## config.mk

```make
export PLATFORM = sky130hd
export DESIGN_NAME = prog_loader
export DESIGN_NICKNAME = d
export VERILOG_FILES = /design/src/rtl/prog_loader_pkg.sv /design/src/rtl/prog_loader_word_packer.sv /design/src/rtl/prog_loader.sv
export SDC_FILE = /design/constraint.sdc
export NUM_CORES = 1
export LEC_CHECK = 0
export ABC_AREA = 1
export ABC_CLOCK_PERIOD_IN_PS = 3100
export BUFFER_PORTS_ARGS = -buffer_cell sky130_fd_sc_hd__buf_2
export CORE_ASPECT_RATIO = 0.9
export CORE_MARGIN = 3
export CORE_UTILIZATION = 29
export CTS_BUF_LIST = sky130_fd_sc_hd__clkbuf_4
export DETAILED_ROUTE_END_ITERATION = 10
export GPL_TIMING_DRIVEN = 0
export PLACE_DENSITY = 0.55
export SLEW_MARGIN = 20
export SYNTH_ARGS = -nofsm -noshare
export SYNTH_HDL_FRONTEND = slang
export SYNTH_HIERARCHICAL = 1
export SYNTH_SLANG_ARGS = --single-unit
```

## constraint.sdc

```tcl
create_clock -name clk -period 3.1 [get_ports clk]
set_clock_uncertainty 0.2 [all_clocks]
set_input_delay 0.62 -clock clk [delete_from_list [all_inputs] [get_ports clk]]
set_output_delay 0.62 -clock clk [all_outputs]
set_load 0.03 [all_outputs]
```

## src/rtl/prog_loader_pkg.sv

```systemverilog
// Shared types and frame constants for the boot-time program loader.
// Imported by the loader top and its byte-to-word packer.
package prog_loader_pkg;

  localparam int BYTE_W = 8;
  localparam int LEN_W  = 16;
  localparam int WORD_W = 32;

  localparam logic [BYTE_W-1:0] SYNC_BYTE_DEF = 8'hA5;

  typedef enum logic [2:0] {
    IDLE,
    LEN_LO,
    LEN_HI,
    DATA,
    CHK,
    RUN,
    ERR
  } state_e;

endpackage

```

## src/rtl/prog_loader_word_packer.sv

```systemverilog
// Packs accepted bytes little-endian into a 32-bit word and keeps the running XOR checksum.
// word/word_valid are combinational so the owner can register the write on the accepting edge.
module word_packer
  import prog_loader_pkg::*;
(
  input  logic              clk,
  input  logic              reset,
  input  logic              clear,
  input  logic              en,
  input  logic [BYTE_W-1:0] byte_in,
  output logic [WORD_W-1:0] word,
  output logic              word_valid,
  output logic [BYTE_W-1:0] checksum
);

  logic [WORD_W-1:0] lanes_q, lanes_d;
  logic [1:0]        idx_q, idx_d;
  logic [BYTE_W-1:0] csum_q, csum_d;

  // NOTE: every always_comb target gets a default first, so no path leaves it unassigned (no latch).
  always_comb begin
    lanes_d = lanes_q;
    idx_d   = idx_q;
    csum_d  = csum_q;
    if (clear) begin
      lanes_d = '0;
      idx_d   = '0;
      csum_d  = '0;
    end else if (en) begin
      lanes_d[{idx_q, 3'b000} +: BYTE_W] = byte_in;
      idx_d  = idx_q + 2'd1;
      csum_d = csum_q ^ byte_in;
    end
  end

  // NOTE: state registers use non-blocking assignments so all flops update from pre-edge values.
  always_ff @(posedge clk or negedge reset) begin
    if (!reset) begin
      lanes_q <= '0;
      idx_q   <= '0;
      csum_q  <= '0;
    end else begin
      lanes_q <= lanes_d;
      idx_q   <= idx_d;
      csum_q  <= csum_d;
    end
  end

  assign word       = lanes_d;
  assign word_valid = en & ~clear & (idx_q == 2'd3);
  assign checksum   = csum_q;

endmodule

```

## src/rtl/prog_loader.sv

```systemverilog
// UART-fed boot loader: parses SYNC/LEN/DATA/CHK frames, writes words to the CPU top's
// external memory port and holds the CPU in reset until a frame's checksum verifies.
module prog_loader
  import prog_loader_pkg::*;
#(
  parameter logic [31:0]       BASE_ADDR = 32'h0000_0000,
  parameter logic [LEN_W-1:0]  MAX_WORDS = 16'd64,
  parameter logic [23:0]       TIMEOUT   = 24'd1_000_000,
  parameter logic [BYTE_W-1:0] SYNC_BYTE = SYNC_BYTE_DEF
) (
  input  logic              clk,
  input  logic              reset,
  input  logic [BYTE_W-1:0] rx_data,
  input  logic              rx_valid,
  output logic              cpu_reset,
  output logic              Ext_MemWrite,
  output logic [WORD_W-1:0] Ext_WriteData,
  output logic [31:0]       Ext_DataAdr,
  output logic              load_done,
  output logic              load_error,
  output logic [LEN_W-1:0]  words_loaded
);

  state_e            state_q, state_d;
  logic [LEN_W-1:0]  len_q, len_d;
  logic [23:0]       to_cnt_q, to_cnt_d;
  logic              cpu_reset_q, cpu_reset_d;
  logic              mem_write_q, mem_write_d;
  logic [WORD_W-1:0] wdata_q, wdata_d;
  logic [31:0]       adr_q, adr_d;
  logic              done_q, done_d;
  logic              err_q, err_d;
  logic [LEN_W-1:0]  words_q, words_d;

  logic [LEN_W-1:0]  len_full;
  logic              timed;
  logic              pk_clear, pk_en, pk_word_valid;
  logic [WORD_W-1:0] pk_word;
  logic [BYTE_W-1:0] pk_csum;

  assign len_full = {rx_data, len_q[7:0]};
  assign timed    = (state_q == LEN_LO) || (state_q == LEN_HI) ||
                    (state_q == DATA)   || (state_q == CHK);
  // Packer is cleared for any legal length, so a zero-length frame checks against 0.
  assign pk_clear = (state_q == LEN_HI) && rx_valid && (len_full <= MAX_WORDS);
  assign pk_en    = (state_q == DATA) && rx_valid;

  word_packer u_packer (
    .clk        (clk),
    .reset      (reset),
    .clear      (pk_clear),
    .en         (pk_en),
    .byte_in    (rx_data),
    .word       (pk_word),
    .word_valid (pk_word_valid),
    .checksum   (pk_csum)
  );

  always_comb begin
    state_d     = state_q;
    len_d       = len_q;
    to_cnt_d    = '0;
    mem_write_d = 1'b0;
    wdata_d     = wdata_q;
    adr_d       = adr_q;
    words_d     = words_q;

    if (timed && !rx_valid) to_cnt_d = to_cnt_q + 24'd1;

    case (state_q)
      IDLE, RUN, ERR: begin
        if (rx_valid && rx_data == SYNC_BYTE) state_d = LEN_LO;
      end
      LEN_LO: begin
        if (rx_valid) begin
          len_d[7:0] = rx_data;
          state_d    = LEN_HI;
        end
      end
      LEN_HI: begin
        if (rx_valid) begin
          len_d = len_full;
          if (len_full > MAX_WORDS) begin
            state_d = ERR;
          end else begin
            words_d = '0;
            state_d = (len_full == '0) ? CHK : DATA;
          end
        end
      end
      DATA: begin
        if (pk_word_valid) begin
          mem_write_d = 1'b1;
          wdata_d     = pk_word;
          adr_d       = BASE_ADDR + {14'd0, words_q, 2'b00};
          words_d     = words_q + 16'd1;
          if (words_d == len_q) state_d = CHK;
        end
      end
      CHK: begin
        if (rx_valid) state_d = (rx_data == pk_csum) ? RUN : ERR;
      end
      default: state_d = IDLE;
    endcase

    // An arriving byte always beats expiry; any partial word is simply abandoned.
    if (timed && !rx_valid && to_cnt_q == TIMEOUT - 24'd1) begin
      state_d  = IDLE;
      to_cnt_d = '0;
    end

    cpu_reset_d = (state_d != RUN);
    done_d      = (state_d == RUN);
    err_d       = (state_d == ERR);
  end

  always_ff @(posedge clk or negedge reset) begin
    if (!reset) begin
      state_q     <= IDLE;
      len_q       <= '0;
      to_cnt_q    <= '0;
      cpu_reset_q <= 1'b1;
      mem_write_q <= 1'b0;
      wdata_q     <= '0;
      adr_q       <= BASE_ADDR;
      done_q      <= 1'b0;
      err_q       <= 1'b0;
      words_q     <= '0;
    end else begin
      state_q     <= state_d;
      len_q       <= len_d;
      to_cnt_q    <= to_cnt_d;
      cpu_reset_q <= cpu_reset_d;
      mem_write_q <= mem_write_d;
      wdata_q     <= wdata_d;
      adr_q       <= adr_d;
      done_q      <= done_d;
      err_q       <= err_d;
      words_q     <= words_d;
    end
  end

  assign cpu_reset     = cpu_reset_q;
  assign Ext_MemWrite  = mem_write_q;
  assign Ext_WriteData = wdata_q;
  assign Ext_DataAdr   = adr_q;
  assign load_done     = done_q;
  assign load_error    = err_q;
  assign words_loaded  = words_q;

endmodule
```

# Word-level counts from Yosys, hierarchy flattened
# Index checks and enable logic that the tools add are counted.
# classes
n_shift,2
bitwise_logic,5
n_mux,28
n_eq_ne,17
n_reduce_logical,19
magnitude_cmp,2
addsub,4
# op_table
operator,count
$mux 32,2
$mux 16,3
$mux 24,2
$bwmux 32,1
$pmux 16 s2,1
$shift 8x7->32 const A,1
$shiftx 8x7->32,1
$mux 3,9
$add 24x1->24 const B,1
$eq 24x20->1 const B,1
$mux 8,3
$add 16x1->16 const B,1
$eq 16x16->1,1
$gt 16x7->1 const B,1
$le 16x7->1 const B,1
$logic_not 16->1,1
$pmux 8 s2,1
$eq 3x3->1 const B,5
$pmux 3 s5,1
$eq 8x8->1,1
$eq 8x8->1 const B,1
$xor 8x8->8,1
$neg 5->7,1
$eq 3x2->1 const B,2
other kinds (18),34
# totals
elab_cells,91
regBits,153
out_inout_bits,84
inputBits,11

# Depth between registers and ports, before layout
# Gate-level depths: netlist (run 1).
# logic_depth
depth_word,10
depth_mapped,17
ltp_nobuf,16

# Hierarchy
# Netlist (run 1), hierarchy kept.
# by_module_without_submodules
module,seq_area_each_um2,instances,area_each_um2,cells_each
prog_loader,2778.9,1,5646.7,727
word_packer,1051.0,1,1981.9,241

# Worst setup path after synthesis (run 1)
# Ideal clock, no wire load.
# synth_path
path_kind,input to register
from,input rx_data[2]
to,"register adr_q[2], in the netlist Ext_DataAdr[2]"
slack_ns,0.316
required_ns,2.781
path_buffers,3
t_arrival_ns,2.466
setup_time_ns,0.119
stages,12
path_cell_list,inv_1 nand3_1 nor3_1 nand2_1 nor2_1 buf_2 buf_2 nor2_1 nand2_1 clkinv_1 buf_2 o21a_1
# synth_via
elab_chain_len,6
# synth_lines
item,line,text
"start, declared",prog_loader.sv:13,"input logic [BYTE_W-1:0] rx_data,"
$le 16x7->1,prog_loader.sv:45,assign pk_clear = (state_q == LEN_HI) && rx_valid && (len_full <= MAX_WORDS);
$logic_and 1x1->1,prog_loader.sv:45,
named net pk_clear,prog_loader.sv:37,"logic pk_clear, pk_en, pk_word_valid;"
$not 1->1,prog_loader_word_packer.sv:50,assign word_valid = en & ~clear & (idx_q == 2'd3);
$and 1x1->1 (2 in a row),prog_loader_word_packer.sv:50,
named net pk_word_valid,prog_loader.sv:37,
$reduce_and 2->1 (no source line),-,
"end signal, assigned",prog_loader.sv:136,adr_q <= adr_d;
"end, declared",prog_loader.sv:30,"logic [31:0] adr_q, adr_d;"
# The timed path passes the listed nets, and every way through them passes these cells.
# A chain may end at the register's enable or synchronous reset.

# Worst setup path after layout (run 1)
# layout_path
from,register state_q[1]
to,"register words_q[6], in the netlist words_loaded[6]"
# layout_via
elab_chain_len,8
elab_cells_between_ends,14
cone_classes,5 x eq/ne; 1 x mux; 3 x bitwise; 5 x reduce/logical
# layout_lines
item,line,text
"start, declared",prog_loader.sv:24,"state_e state_q, state_d;"
"start signal, assigned",prog_loader.sv:130,state_q <= state_d;
$eq 3x2->1,prog_loader.sv:45,
$logic_and 1x1->1 (2 in a row),prog_loader.sv:45,
named net pk_clear,prog_loader.sv:37,
$not 1->1,prog_loader_word_packer.sv:50,
$and 1x1->1 (2 in a row),prog_loader_word_packer.sv:50,
named net pk_word_valid,prog_loader.sv:37,
$ne 2x2->1 (no source line),-,
$reduce_and 4->1 (no source line),-,
"end signal, assigned",prog_loader.sv:139,words_q <= words_d;
"end, declared",prog_loader.sv:33,"logic [LEN_W-1:0] words_q, words_d;"
# The timed path passes the listed nets, and every way through them passes these cells.

==> out/metrics.cfg, run 1 <==
[layout]
ff_latch_area_sq_mm = 0.00383
mostFrequentLayoutCells = nand2_1 (321), dfrtp_1 (152), inv_1 (92), buf_2 (81), nor2_1 (72)
fillers = 2739
stdcell_count = 1446
final_layout_size_suffix_gt1_frac = 0.163
syn_to_final_growth_pct = 17.0
multi_input_area_sq_mm = 0.00329
layout.nets = 1108
layout_commonest_cell = nand2_1

[pwr]
cellLeakagePower_nw = 4.67
irDropWorstVdd_v = 0.000308
power.density_mw_per_mm2 = 865
power_mw = 7.72

[drt]
postRouteAntennaNets = 0
firstDrtPassIters = 5
drtIter0Drc = 399
vias_per_cell = 4.41
vias = 6384
routed_wl_um = 19600
drc = 0
drt-wirelength-per-cell_um = 13.5

[grt]
grt_max_degree = 81
grt_pass1_vias = 6177
grt_pass1_wl_um = 32200
grt_overflow_total = 0
antenna_found_initial = 1
grt_usage = 0.140

[die]
die-area_sq_mm = 0.0283
fp.dieW_um = 177
ioPinCount = 95
core_sq_mm = 0.0255
num_rows = 55
start_util = 0.299
die_h_um = 160

[flow_run]
maxCapViolCount = 0

[timing]
timing.final.hold_violations = 0
final.period_utilization = 0.907
slew_violations = 0
rsz0062_at_grt = no
max_freq_ghz = 0.356
relSlewSlack = 0.440
setup_viol = 0
period_needed_ns = 2.81
tightest_slew_ns = 0.834
fin_ws_ns = 0.289

[setup_path]
cp_max_fo = 11
rrSetupSlack_ns = 0.29
arrival_ns = 3.04
worstSetupPathType = reg -> reg
slowest_stage = dfrtp_1
critPathLaunchType = register
endpoint_kind = register
crit_path_max_incr_delay_ns = 0.43
crit_chain = inv_1 > nor2_1 > inv_1 > nor2_2 > inv_1 > nor2_2 > inv_1 > nor2_1 > buf_6 > nor2_4 > nand2_2 > a22oi_2 > buf_2 > o22ai_1
required_ns = 3.33
cpMostUsedCell = inv_1

[synth]
syn_inst = 968
synth_compound_area_frac = 0.0910
ys_warn_count = 6
netlist_area_sq_mm = 0.00763
synth_mux_area_frac = 0
synth_seq_cells = 153
synthSimpleGateAreaFrac = 0.295
synth-xor-area-share = 0.0241
synth_adder_area_share = 0.0115
synth_top_family_by_area = simple AND/OR/NAND/NOR gates
ys_seq_area_frac = 0.502
syn_area_per_cell_sq_um = 7.88
synth_cell_types = 39

[clocking]
clock_path_buffers = 2
cts_buffers = 17
clock_latency_ns = 0.57
clock_sinks = 153
htree_levels = 4
clk_pin_slew_worst_paths_ns = 0.14
cts_root_buf = clkbuf_4
cts_tree = done

[placed_design]
place_ws_ns = -1.17
portBuffers = 78
gp_congestion = 0.843
dp_cells = 1404
dp_hpwl_um = 14300

[run_status]
outcome = finished, final reports clean

[hold_path]
holdCritPathClass = in -> reg

[critical path, delay by kind of cell, from the launching register on]
kind                   cells  cell delay, ns
DFF                        1            0.43
AOI/OAI and AO/OA          2            0.44
buffers and inverters      6            0.89
and+or+nand+nor            6            0.71
[cell type report]
cell class	instances	area share
well taps	342	0.0480
flip-flops and latches	153	0.429
inverters	94	0.0401
multi-input cells	698	0.369
clock inverters	15	0.0174
clock buffers	17	0.0143
repair buffers	88	0.0558
diodes	1	0.000280
plain buffers	38	0.0258
[synthesized netlist by cell type, drive strengths merged]
master,n,share of area
a21oi,53,0.035
dfstp,1,0.0034
o21bai,2,0.0020
nor2,85,0.049
xor2,10,0.011
nand3,52,0.034
nand4,20,0.016
a31oi,1,0.00082
or2,4,0.0033
nand2,334,0.17
inv,93,0.046
xnor2,11,0.013
dfrtp,152,0.50
clkinv,1,0.00049
nand3b,4,0.0039
a22oi,2,0.0026
o21ai,61,0.040
o211ai,1,0.00098
o22ai,9,0.0074
nor3b,1,0.00098
conb,1,0.00049
clkbuf,13,0.0064
o21a,2,0.0020
nor3,13,0.0098
nor4,9,0.0074
buf,26,0.024
ha,7,0.011
[power breakdown]
part           switching (mW)  internal, mW  leakage [nW]
clock                   0.822         0.434         0.160
sequential              0.311          2.44          1.98
combinational            2.53          1.18          2.53
[kinds of logic (layout without fill, tap and decap cells)]
family          after synthesis  count (layout)
compound gates              131             131
xor+xnor                     21              21
fa+ha+maj                     7               7
buf+inv                     133             252
flops                       153             153
other cells                   1              17
simple gates                522             523
[state kept, by name (all words and copies together) (netlist names), 2 cells and up]
name and count:
Ext_DataAdr 16, Ext_WriteData 32, len_q 16, state_q 3, to_cnt_q 24, u_packer/checksum 8, u_packer/idx_q 2, u_packer/lanes_q 32
words_loaded 16
[final timing paths]
check	cells past startpoint	startpoint	end
max	14	state_q[1]	words_loaded[6]
max in group asynchronous	3	reset	cpu_reset
max reg2reg	14	state_q[1]	words_loaded[6]
min in group asynchronous	2	reset	Ext_DataAdr[3]
min reg2reg	2	Ext_DataAdr[7]	Ext_DataAdr[7]
min	3	rx_data[2]	u_packer/checksum[2]
[per-stage QoR]
| step | TNS [ns] | utilization | hold slack (ns) | instance area (sq um) |
|---|---|---|---|---|
| finish | 0 | 0.350 | 0.165 | 8920 |
| global route | 0 | 0.350 | 0.135 | 8920 |
| CTS | 0 | 0.347 | 0.119 | 8850 |
| detailed placement | -64.12 | 0.335 | 0.261 | 8540 |
| global placement | -249.19 | 0.333 | 0.260 | 8500 |
| floorplan | 0 | - | 0.124 | 7680 |
[layer usage]
| metal | global-route usage | up-vias | share of wire |
|---|---|---|---|
| li1 | - | 3331 | - |
| met1 | 0.206 | 2895 | 0.51 |
| met2 | 0.208 | 145 | 0.43 |
| met3 | 0.0333 | 13 | 0.050 |
| met4 | 0.0339 | 0 | 0.010 |
| met5 | 0 | - | 0 |
[timing repair]
item / 4_1_cts / 5_1_grt
hold endpoints to repair: 79 / 0
endpoints found under the setup margin: 69 / 68
pin swaps: 1 / 1
gates cloned: 0 / 1
hold buffers: 1 / 0
buffers inserted: 1 / 7
gates resized for setup: 5 / 3
(Power assumes the default switching activity.)
==> inputs of run 2 (changes only) <==
--- a/config.mk
+++ b/config.mk
@@ -8,3 +8,3 @@
 export ABC_AREA = 1
-export ABC_CLOCK_PERIOD_IN_PS = 3100
+export ABC_CLOCK_PERIOD_IN_PS = 2400
 export BUFFER_PORTS_ARGS = -buffer_cell sky130_fd_sc_hd__buf_2
@@ -16,3 +16,3 @@
 export GPL_TIMING_DRIVEN = 0
-export PLACE_DENSITY = 0.55
+export PLACE_DENSITY = 0.56
 export SLEW_MARGIN = 20
==> constraint.sdc (replaced) <==
create_clock -name clk -period 2.4 [get_ports clk]
set_clock_uncertainty 0.2 [all_clocks]
set_input_delay 0.48 -clock clk [delete_from_list [all_inputs] [get_ports clk]]
set_output_delay 0.48 -clock clk [all_outputs]
set_load 0.02 [all_outputs]
==> run 2 against run 1 <==
Final cell count up 3.6%. Critical path depth up 3. Total power up 40%. Register-to-register slack worse by 0.24 ns. Clock power up 33%. Critical endpoint is now load_error. Largest cell class unchanged.
==> out/metrics.cfg, run 2 (same netlist as run 1, synthesis figures left out) <==
[layout]
syn_to_final_growth_pct = 26.3
layout.nets = 1160  ; +4.7%
layout_commonest_cell = nand2_1
final_layout_size_suffix_gt1_frac = 0.246  ; +0.0827
fillers = 2659  ; -2.9%
mostFrequentLayoutCells = nand2_1 (314), dfrtp_1 (146), inv_1 (85), buf_2 (79), buf_4 (70)
fin_area_sq_mm = 0.00964  ; +8.0%

[die]
num_rows = 55  ; unchanged
die_h_um = 160  ; unchanged
start_util = 0.299  ; unchanged
die-area_sq_mm = 0.0283  ; unchanged
fp.dieW_um = 177  ; unchanged
core_sq_mm = 0.0255  ; unchanged
ioPinCount = 95  ; unchanged

[setup_path]
rrSetupSlack_ns = 0.04  ; -0.24 ns
crit_chain = inv_2 > nor2_4 > inv_2 > nor2_4 > inv_2 > nor2_4 > inv_2 > nor2_4 > buf_6 > buf_8 > nor2_4 > nand2_4 > clkinv_8 > nand4_1 > nand2_1 > o21ai_2 > nor2_1
worstSetupPathType = reg -> reg
cpMostUsedCell = nor2_4
timing.rr.start = state_q[1]
cp_max_fo = 7  ; -4
path_buf_inv = 7  ; +1
setup.worst_path.end = load_error
crit_path_max_incr_delay_ns = 0.41  ; -0.02 ns
slowest_stage = dfrtp_1
crit_cells = 17  ; +3
arrival_ns = 2.64  ; -0.40 ns
r2r-end = load_error
endpoint_kind = register
cp_top_family = simple AND/OR/NAND/NOR gates
critPathLaunchType = register
required_ns = 2.68  ; -0.65 ns
crit_start = state_q[1]
r2r_cells = 17  ; +3

[placed_design]
place_area_sq_mm = 0.00856  ; +0.18%
place_ws_ns = -0.993  ; +0.174 ns
dp_hpwl_um = 14000  ; -2.2%
portBuffers = 78  ; unchanged
gp_congestion = 0.836  ; -0.82%

[timing]
timing.final.hold_violations = 0  ; unchanged
max_freq_ghz = 0.425  ; +19%
slew_violations = 0  ; unchanged
final.period_utilization = 0.981  ; +0.0744
period_needed_ns = 2.36  ; -0.456 ns
fin_ws_ns = 0.0448  ; -0.244 ns
tightest_slew_ns = 0.588  ; -0.246 ns
relSlewSlack = 0.608  ; +0.168
rsz0062_at_grt = yes
setup_viol = 0  ; unchanged

[grt]
grt_pass1_vias = 6292  ; +1.9%
grt_overflow_total = 0  ; unchanged
grt_pass1_wl_um = 32700  ; +1.5%
antenna_found_initial = 1  ; unchanged
grt_usage = 0.143  ; +0.00259
grt_max_degree = 79  ; -2.5%

[hold_path]
holdCritPathClass = in -> reg
hold_depth = 3  ; unchanged

[flow_run]
maxCapViolCount = 0  ; unchanged

[pwr]
power.density_mw_per_mm2 = 1120  ; +30%
irDropWorstVdd_v = 0.000434  ; +41%
cellLeakagePower_nw = 4.99  ; +6.9%

[drt]
routed_wl_um = 20400  ; +4.4%
drc = 0  ; unchanged
postRouteAntennaNets = 0  ; unchanged
vias_per_cell = 4.48  ; +1.6%
firstDrtPassIters = 5  ; unchanged
drtIter0Drc = 544  ; +36%
drt-wirelength-per-cell_um = 13.6  ; +0.82%
vias = 6718  ; +5.2%

[clocking]
clock_path_buffers = 2  ; unchanged
cts_root_buf = clkbuf_4
clock_latency_ns = 0.56  ; about the same
cts_tree = done
cts_buffers = 17  ; unchanged
clk_pin_slew_worst_paths_ns = 0.13  ; about the same
htree_levels = 4  ; unchanged
clock_sinks = 153  ; unchanged

[run_status]
outcome = finished, final reports clean

[run 2: cell types whose count changed in the layout (fill, tap and decap cells not counted), sizes merged]
cell / previous run / this run
buf: 112 / 166
inv: 102 / 95
clkinvlp: 0 / 3
bufinv: 1 / 2
clkbuf: 30 / 29
dlygate4sd3: 1 / 2
nor2: 85 / 86
[run 2: repair_timing]
action                     CTS  global route
hold buffers                 2             0
gates cloned                 1             1
resized for setup           29            73
pin swaps                    8            24
setup endpoints to repair   71            89
hold endpoints to repair    78             0
buffers inserted            19            40
[run 2: metrics by stage]
stage	total power, mW	hold slack, ns	TNS [ns]	instances	utilization
after detailed placement	8.15	0.261	-61.59	1404	0.335
after global placement	8.10	0.261	-319.89	1403	0.334
after CTS	10.0	0.0250	0	1458	0.357
after global routing	11.8	0.0275	-1.07	1498	0.377
after floorplan	6.99	-0.0156	-0.00428	983	-
final	10.8	0.0685	0	1498	0.377
[run 2: per-layer routing]
metal | vias to the layer above | global-route usage | wire length (um) | share of wire
met5 | - | 0 | 0 | 0
met4 | 0 | 0.0400 | 214 | 0.010
met3 | 18 | 0.0323 | 1030 | 0.051
met2 | 165 | 0.211 | 9070 | 0.44
met1 | 3081 | 0.209 | 10100 | 0.50
li1 | 3454 | - | - | -
[run 2: cell type report]
class / instances / area, sq um / area share
Buffer: 37 / 272 / 0.0282
Antenna cell: 1 / 2.50 / 0.000260
Clock buffer: 20 / 150 / 0.0156
Timing Repair Buffer: 140 / 938 / 0.0974
Inverter: 94 / 373 / 0.0387
Tap cell: 342 / 428 / 0.0444
Sequential cell: 153 / 3840 / 0.398
Clock inverter: 12 / 141 / 0.0147
Multi-Input combinational cell: 699 / 3490 / 0.363
[run 2: worst reg2reg max path, stage by stage, from the launching register on]
cell and delay [ns]:
dfrtp_1 0.41, inv_2 0.11, nor2_4 0.05, inv_2 0.07
nor2_4 0.04, inv_2 0.07, nor2_4 0.04, inv_2 0.09
nor2_4 0.04, buf_6 0.12, buf_8 0.13, nor2_4 0.19
nand2_4 0.15, clkinv_8 0.13, nand4_1 0.14, nand2_1 0.11
o21ai_2 0.06, nor2_1 0.13
[run 2: power by group]
part | internal [mW] | switching [mW]
combinational | 2.07 | 3.50
sequential | 3.15 | 0.408
clock | 0.669 | 1.01
[run 2: worst min path at each step]
stage               slack (ns)         startpoint                    to
floorplan                -0.02              reset       Ext_DataAdr[10]
global placement          0.26     Ext_DataAdr[8]        Ext_DataAdr[8]
detailed placement        0.26  Ext_WriteData[29]     Ext_WriteData[29]
CTS                       0.02         rx_data[5]             len_q[13]
global route              0.03         rx_data[1]  u_packer/checksum[1]
finish                    0.07         rx_data[5]  u_packer/checksum[5]
